<file path="src/rtl/gshare_index_unit.sv">
// Gshare index generator with speculative/committed global history and an
// in-order in-flight FIFO that carries each prediction to its resolve point.
module gshare_index_unit #(
    parameter int IDX_W = 4,
    parameter int DEPTH = 4
) (
    input  logic             clk,
    input  logic             rst_n,
    input  logic             IF_valid,
    input  logic [31:0]      IF_pc,
    input  logic             pht_prediction,
    output logic [IDX_W-1:0] pht_idx,
    output logic             IF_stall,
    input  logic             EX_resolve,
    input  logic             EX_branch_flag,
    input  logic             flush,
    output logic [IDX_W-1:0] EX_pht_idx,
    output logic             load,
    output logic             mispredict
);

    localparam int PTR_W = $clog2(DEPTH);
    localparam int CNT_W = PTR_W + 1;
    localparam logic [CNT_W-1:0] FULL = CNT_W'(DEPTH);

    logic [IDX_W-1:0] spec_ghr;
    logic [IDX_W-1:0] commit_ghr;
    logic [IDX_W-1:0] commit_ghr_next;
    logic [PTR_W-1:0] rd_ptr;
    logic [PTR_W-1:0] wr_ptr;
    logic [CNT_W-1:0] count;

    logic [IDX_W-1:0] fifo_idx  [DEPTH];
    logic             fifo_pred [DEPTH];

    logic has_entry;
    logic pop;
    logic repair;
    logic accept;

    always_comb begin
        pht_idx    = IF_pc[IDX_W+1:2] ^ spec_ghr;
        IF_stall   = (count == FULL);
        has_entry  = (count != '0);
        pop        = EX_resolve && has_entry;
        load       = pop;
        EX_pht_idx = has_entry ? fifo_idx[rd_ptr] : '0;
        mispredict = pop && (fifo_pred[rd_ptr] != EX_branch_flag);
        repair     = mispredict || flush;
        accept     = IF_valid && !IF_stall && !repair;
        commit_ghr_next = pop ? {commit_ghr[IDX_W-2:0], EX_branch_flag} : commit_ghr;
    end

    // Repair rewinds speculative history to the committed history including
    // this cycle's resolve, and empties the FIFO by snapping rd onto wr.
    always_ff @(posedge clk or negedge rst_n) begin
        if (!rst_n) begin
            spec_ghr   <= '0;
            commit_ghr <= '0;
            rd_ptr     <= '0;
            wr_ptr     <= '0;
            count      <= '0;
        end else begin
            commit_ghr <= commit_ghr_next;
            if (repair) begin
                count    <= '0;
                rd_ptr   <= wr_ptr;
                spec_ghr <= commit_ghr_next;
            end else begin
                if (accept) begin
                    wr_ptr   <= wr_ptr + 1'b1;
                    spec_ghr <= {spec_ghr[IDX_W-2:0], pht_prediction};
                end
                if (pop) begin
                    rd_ptr <= rd_ptr + 1'b1;
                end
                if (accept && !pop) begin
                    count <= count + 1'b1;
                end else if (pop && !accept) begin
                    count <= count - 1'b1;
                end
            end
        end
    end

    always_ff @(posedge clk) begin
        if (accept) begin
            fifo_idx[wr_ptr]  <= pht_idx;
            fifo_pred[wr_ptr] <= pht_prediction;
        end
    end

endmodule
</file>
<file path="config.mk">
export PLATFORM = sky130hd
export DESIGN_NAME = gshare_index_unit
export DESIGN_NICKNAME = d
export VERILOG_FILES = /design/src/rtl/gshare_index_unit.sv
export SDC_FILE = /design/constraint.sdc
export NUM_CORES = 1
export LEC_CHECK = 0
export CORE_MARGIN = 3
export CORE_UTILIZATION = 51
export DETAILED_ROUTE_END_ITERATION = 12
export PLACE_DENSITY = 0.84
export SLEW_MARGIN = 20
export SYNTH_ARGS = -nofsm -noshare
export SYNTH_HDL_FRONTEND = slang
export SYNTH_SLANG_ARGS = --single-unit
</file>
<file path="constraint.sdc">
create_clock -name clk -period 4.35 [get_ports clk]
set_input_delay 0.87 -clock clk [delete_from_list [all_inputs] [get_ports clk]]
set_output_delay 0.87 -clock clk [all_outputs]
set_load 0.005 [all_outputs]
</file>
=== Yosys cells after proc, flatten, opt, wreduce, memory -nomap -nowiden ===
Memories as Yosys holds them, arrays and structs flattened.
Index checks and enable logic that the tools add are counted.

* Bits in registers: 15
* RAM bits: 20
* Output and inout bits: 11
* Logic and storage cells: 42
* Memories kept: 2

* Add/sub/neg operators: 4
* Eq/ne operators: 2
* Mux-type cells: 11
* Bitwise logic cells: 2
* Reduce and logical (&&, ||, !) cells: 16

{| class="wikitable"
|+ Memories
! memory !! words !! width !! rd ports !! clocked after Yosys merged registers in !! wr ports !! line !! text
|-
| fifo_idx || 4 || 4 || 1 || 0 || 1 || 33 || <nowiki>logic [IDX_W-1:0] fifo_idx [DEPTH];</nowiki>
|-
| fifo_pred || 4 || 1 || 1 || 0 || 1 || 34 || <nowiki>logic fifo_pred [DEPTH];</nowiki>
|}

{| class="wikitable"
|+ Operators with widths
! cell !! number
|-
| 4-bit two-way mux || 4
|-
| 3-bit two-way mux || 3
|-
| 1-bit logical AND || 6
|-
| 3-bit nonzero test || 2
|-
| 2-bit by 1-bit adder with 2-bit output, second input constant || 2
|-
| 1-bit logical NOT || 4
|-
| 2-bit two-way mux || 2
|-
| 2-bit nonzero test || 2
|-
| 4-bit bitwise XOR || 1
|-
| 3-bit by 1-bit adder with 3-bit output, second input constant || 1
|-
| 3-bit == test, second input constant || 1
|-
| 3-bit by 1-bit subtractor with 3-bit output, second input constant || 1
|-
| 1-bit two-way mux || 2
|-
| 2-bit AND reduction || 1
|-
| 1-bit logical OR || 1
|-
| 1-bit inequality test || 1
|-
| 1-bit inverter || 1
|}

=== Longest topological paths before layout ===
* Depth in word-level cells: 11
* Depth in mapped cells: 7
* Mapped depth without buffers: 6

=== Worst setup path after synthesis ===
Ideal clock, no wire load.

* Kind: input to register
* Start point: input EX_resolve
* End point: register count[2]
* Library setup time: 0.111 ns
* Arrival time: 2.309 ns
* Path slack: 1.930 ns
* Stages: 7
* Buffers on the path: 1
* Path through: o31ai_1 -> inv_1 -> clkbuf_1 -> nor3_1 -> fa_1 -> o211a_1 -> a2111oi_2

* Longest elaborated chain between the ends: 8

{| class="wikitable"
|+ Ends and longest elaborated chain
! item !! line !! text
|-
| from (decl) || 14 || <nowiki>input logic EX_resolve,</nowiki>
|-
| 1-bit logical AND (*) || 45 || <nowiki>pop = EX_resolve && has_entry;</nowiki>
|-
| via load || 18 || <nowiki>output logic load,</nowiki>
|-
| 1-bit logical AND || 48 || <nowiki>mispredict = pop && (fifo_pred[rd_ptr] != EX_branch_flag);</nowiki>
|-
| 1-bit logical OR || 49 || <nowiki>repair = mispredict || flush;</nowiki>
|-
| 1-bit logical NOT || 50 || <nowiki>accept = IF_valid && !IF_stall && !repair;</nowiki>
|-
| 1-bit logical AND || 50 ||
|-
| 1-bit logical AND or 1-bit logical NOT (tied branches) || 77, 79 ||
|-
| 3-bit two-way mux or 1-bit logical AND (tied branches) || 77, 79 ||
|-
| 3-bit two-way mux or 3-bit nonzero test (tied branches) || n/a ||
|-
| to (signal assigned) || 78 || <nowiki>count <= count + 1'b1;</nowiki>
|-
| to (signal assigned) || 80 || <nowiki>count <= count - 1'b1;</nowiki>
|-
| to (decl) || 31 || <nowiki>logic [CNT_W-1:0] count;</nowiki>
|}

The timed path passes the listed nets; every way through them passes the cells marked *.
A chain may end at the register's enable or synchronous reset.

=== Final worst setup path ===
* Start point: register rd_ptr[0]
* End point: output mispredict

* Longest elaborated chain between the ends: 3

{| class="wikitable"
|+ Ends and longest elaborated chain
! item !! line !! text
|-
| from (decl) || 29 || <nowiki>logic [PTR_W-1:0] rd_ptr;</nowiki>
|-
| from (signal assigned) || 67 || <nowiki>rd_ptr <= wr_ptr;</nowiki>
|-
| from (signal assigned) || 75 || <nowiki>rd_ptr <= rd_ptr + 1'b1;</nowiki>
|-
| memory read 4 x 1 bit || n/a ||
|-
| 1-bit inequality test || 48 ||
|-
| 1-bit logical AND || 48 ||
|-
| to (decl) || 19 || <nowiki>output logic mispredict</nowiki>
|}

Every way passes these cells.

==> results by group <==
Run status
  • Run status: completed

Layout
  • Final instance area: roughly 2200 sq um
  • Cell Count, Final, Fillers Out: roughly 210
  • N_diodes: 0
  • Storage cell area: 976 sq um
  • # fillers: between 200 and 300
  • Area delta synth->final: 19.3%
  • # nets final: about 210
  • Area taken by multi-input logic gates: about 770 sq um
  • Fin util: 64.2%
  • Layout cell share with drive strength beyond 1: a little over an eighth

Power
  • LEAKAGE: around 0.86 nW
  • Share of power burned in registers: a little under two fifths
  • Combinational share of power: 42.2%
  • VDD IR max: 0.000343 V
  • Clock share of power: roughly a fifth
  • Internal: 0.000963 W
  • Switch share: between 30% and 40%
  • Power density over cell area: 678 nW/um^2
  • Switching Power: roughly 0.0005 W

Synthesis
  • Unique masters post-synth: 44
  • Main synth FF type: edfxtp_1
  • #FFs+latches synth: 35
  • Syn_area_per_cell: around 13 sq um
  • Yosys top cell area share: between 30% and 40%
  • Post-synth EDFFs: 20
  • Register area share after synthesis: a little over half
  • Netlist Area Pre-Place: approximately 1800 sq um
  • Top post-synthesis cells by area: edfxtp_1, dfrtp_1, mux4_2, mux2_1, nand2_1
  • Cells after Synth: about 140
  • Most frequent cell after synthesis: edfxtp_1
  • Synth Net Count: roughly 190
  • Most frequent cells after synthesis: edfxtp_1, dfrtp_1, nand2_1
  • Asr flop ratio synth: 42.9%
  • Synthesis Warnings: 0
  • Yosys top cell by area: edfxtp_1

Timing
  • Final worst path period need: approximately 3.4 ns
  • Worst-Margin Slew: 0.705 ns
  • Worst rel slew slack: between 50 and 60%
  • Final setup violation count: 0
  • Setup Skew: 0.00692 ns
  • Final hold vios: 0
  • RSZ-0062 raised after global routing: false
  • Fin crit share: 78.5%
  • Fmax: just under 300 MHz
  • Final TNS setup: 0 ns
  • Pins over their slew limit: 0
  • Worst setup margin: a little over 0.9 ns

Clock network
  • Worst-Skew Late Latency: 0.33 ns
  • CTS H-tree depth: 2
  • Clock-pin slew on the worst setup and hold paths: between 0.1 and 0.15 ns
  • CTS resizes: 0
  • Post-CTS Hold Fix Bufs: 0
  • Clk sinks: 35
  • TritonCTS clock tree: done
  • CTS Buf Count: 5
  • CTS max path bufs: 2
  • Setup Fix Bufs, Post-CTS: 0
  • CTS root buffer: clkbuf_4

Setup path
  • Endpoint kind of the worst setup timing path: primary output
  • CP required: around 3.5 ns
  • Crit path kind: reg2out
  • Worst Path Max Fanout: 10
  • Crit path DAT: between 2 and 3 ns
  • Worst Setup Start Kind: flop

Drt
  • Drt drc: 0
  • Wire per inst: approximately 17 um
  • Final wirelength: between 3000 and 4000 um
  • Vias: 1,223
  • Routed Antenna Nets: 0
  • Drt pass-1 iters: 4
  • Iter 0 DRT Violations: slightly below 70
  • Vias per inst: approximately 5.7

Placement
  • Gpl congestion: slightly below 0.8
  • Placed cells: 206
  • DP Worst Slack: between 1 and 1.5 ns
  • Final HPWL from detailed placement: 2580 um
  • Post-Place Cell Area: around 2100 sq um
  • Port Buffer Count: 21

Die
  • Top Ports: 50
  • Row count: 21
  • Core area: around 3400 sq um
  • Die height: around 66 um
  • Initial Utilization: 53.8%
  • Total die area: 4330 sq um
  • Die width: about 66 um

Global route
  • Largest net degree at the start of global routing: 16
  • Grt total ovfl: 0
  • Vias in the first global route: approximately 1,300
  • Initial antenna violation count: 0
  • Total global-route track usage: a little under a fifth
  • First-pass GRT wire length: about 6100 um

Job
  • Max cap viols: 0

Min path
  • Worst hold path class: reg2reg
[stage by stage]
step	hold slack, ns	total power, W
3_5_place_dp	0.453	0.00119
4_1_cts	0.480	0.00149
6_report	0.476	0.00147
3_3_place_gp	0.451	0.00115
2_1_floorplan	0.434	0.000966
5_1_grt	0.510	0.00158
[final timing paths]
kind                                from             to  slack [ns]  depth (start not counted)
setup / recovery               rd_ptr[0]     mispredict        0.93                          4
hold / removal             commit_ghr[3]  commit_ghr[3]        0.48                          2
setup reg to reg               rd_ptr[0]   fifo_pred[1]        1.82                          4
hold reg to reg            commit_ghr[3]  commit_ghr[3]        0.48                          2
max in group asynchronous          rst_n      rd_ptr[1]        2.96                          1
min in group asynchronous          rst_n  commit_ghr[2]        0.95                          1
[layer usage]
metal	share of wire (%)	vias to the layer above	global-route usage [%]
li1	-	575	-
met1	39	596	22.0
met2	54	44	34.3
met3	5.0	8	4.08
met4	2.2	0	8.29
met5	0	-	0
[final cells by class]
type	instances	area share, %
Clock buffer	5	1.73
Multi-Input combinational cell	91	35.4
Tap cell	46	2.65
Inverter	11	1.90
Timing Repair Buffer	23	10.4
Clock inverter	3	3.11
Sequential cell	35	44.9
[cell families (layout without fill, tap and decap cells)]
kind of cell,Yosys count,after routing,synth area share (%)
adders and majority gates,5,5,3.84
AOI/OAI and AO/OA,25,25,10.9
buffers and inverters,18,42,4.25
xor gates and xnor gates,7,7,4.80
DFF,35,35,53.5
and+or+nand+nor,42,42,12.0
muxes,12,12,10.7
[critical path, cell delays in order (launching register included)]
cell,delay (ns)
dfrtp_1,0.65
mux4_2,0.69
xnor2_2,0.36
nor2_1,0.07
clkdlybuf4s50_1,0.45
[sequential cells by signal, indices dropped and copies added (netlist names)]
| signal | count |
|---|---|
| count | 3 |
| fifo_pred | 4 |
| spec_ghr | 4 |
| fifo_idx | 16 |
| rd_ptr | 2 |
| commit_ghr | 4 |
| wr_ptr | 2 |
[cell usage in the layout (no fill, tap or decap), types with 2 or more instances in the layout]
cell type	count
a2111oi_0	2
a211oi_1	2
a21oi_1	7
a21oi_2	2
and2_1	6
buf_4	2
bufinv_16	2
clkbuf_4	5
clkdlybuf4s50_1	21
dfrtp_1	15
edfxtp_1	20
ha_1	4
inv_1	11
mux2_1	5
mux2_2	2
mux4_2	4
nand2_1	14
nand3_1	2
nor2_1	5
nor2b_1	4
nor3_1	3
o22ai_1	3
o32a_1	2
xor2_1	4
[power by group through the flow]
stage / Combinational [W] / Sequential (W) / Clock (W)
final: 0.000623 / 0.000561 / 0.000291
after detailed placement: 0.000627 / 0.000567 / 0
after floorplan: 0.000453 / 0.000514 / 0
after global routing: 0.000698 / 0.000576 / 0.000309
after CTS: 0.000632 / 0.000561 / 0.000293
after global placement: 0.000591 / 0.000560 / 0
(Power assumes the default switching activity.)
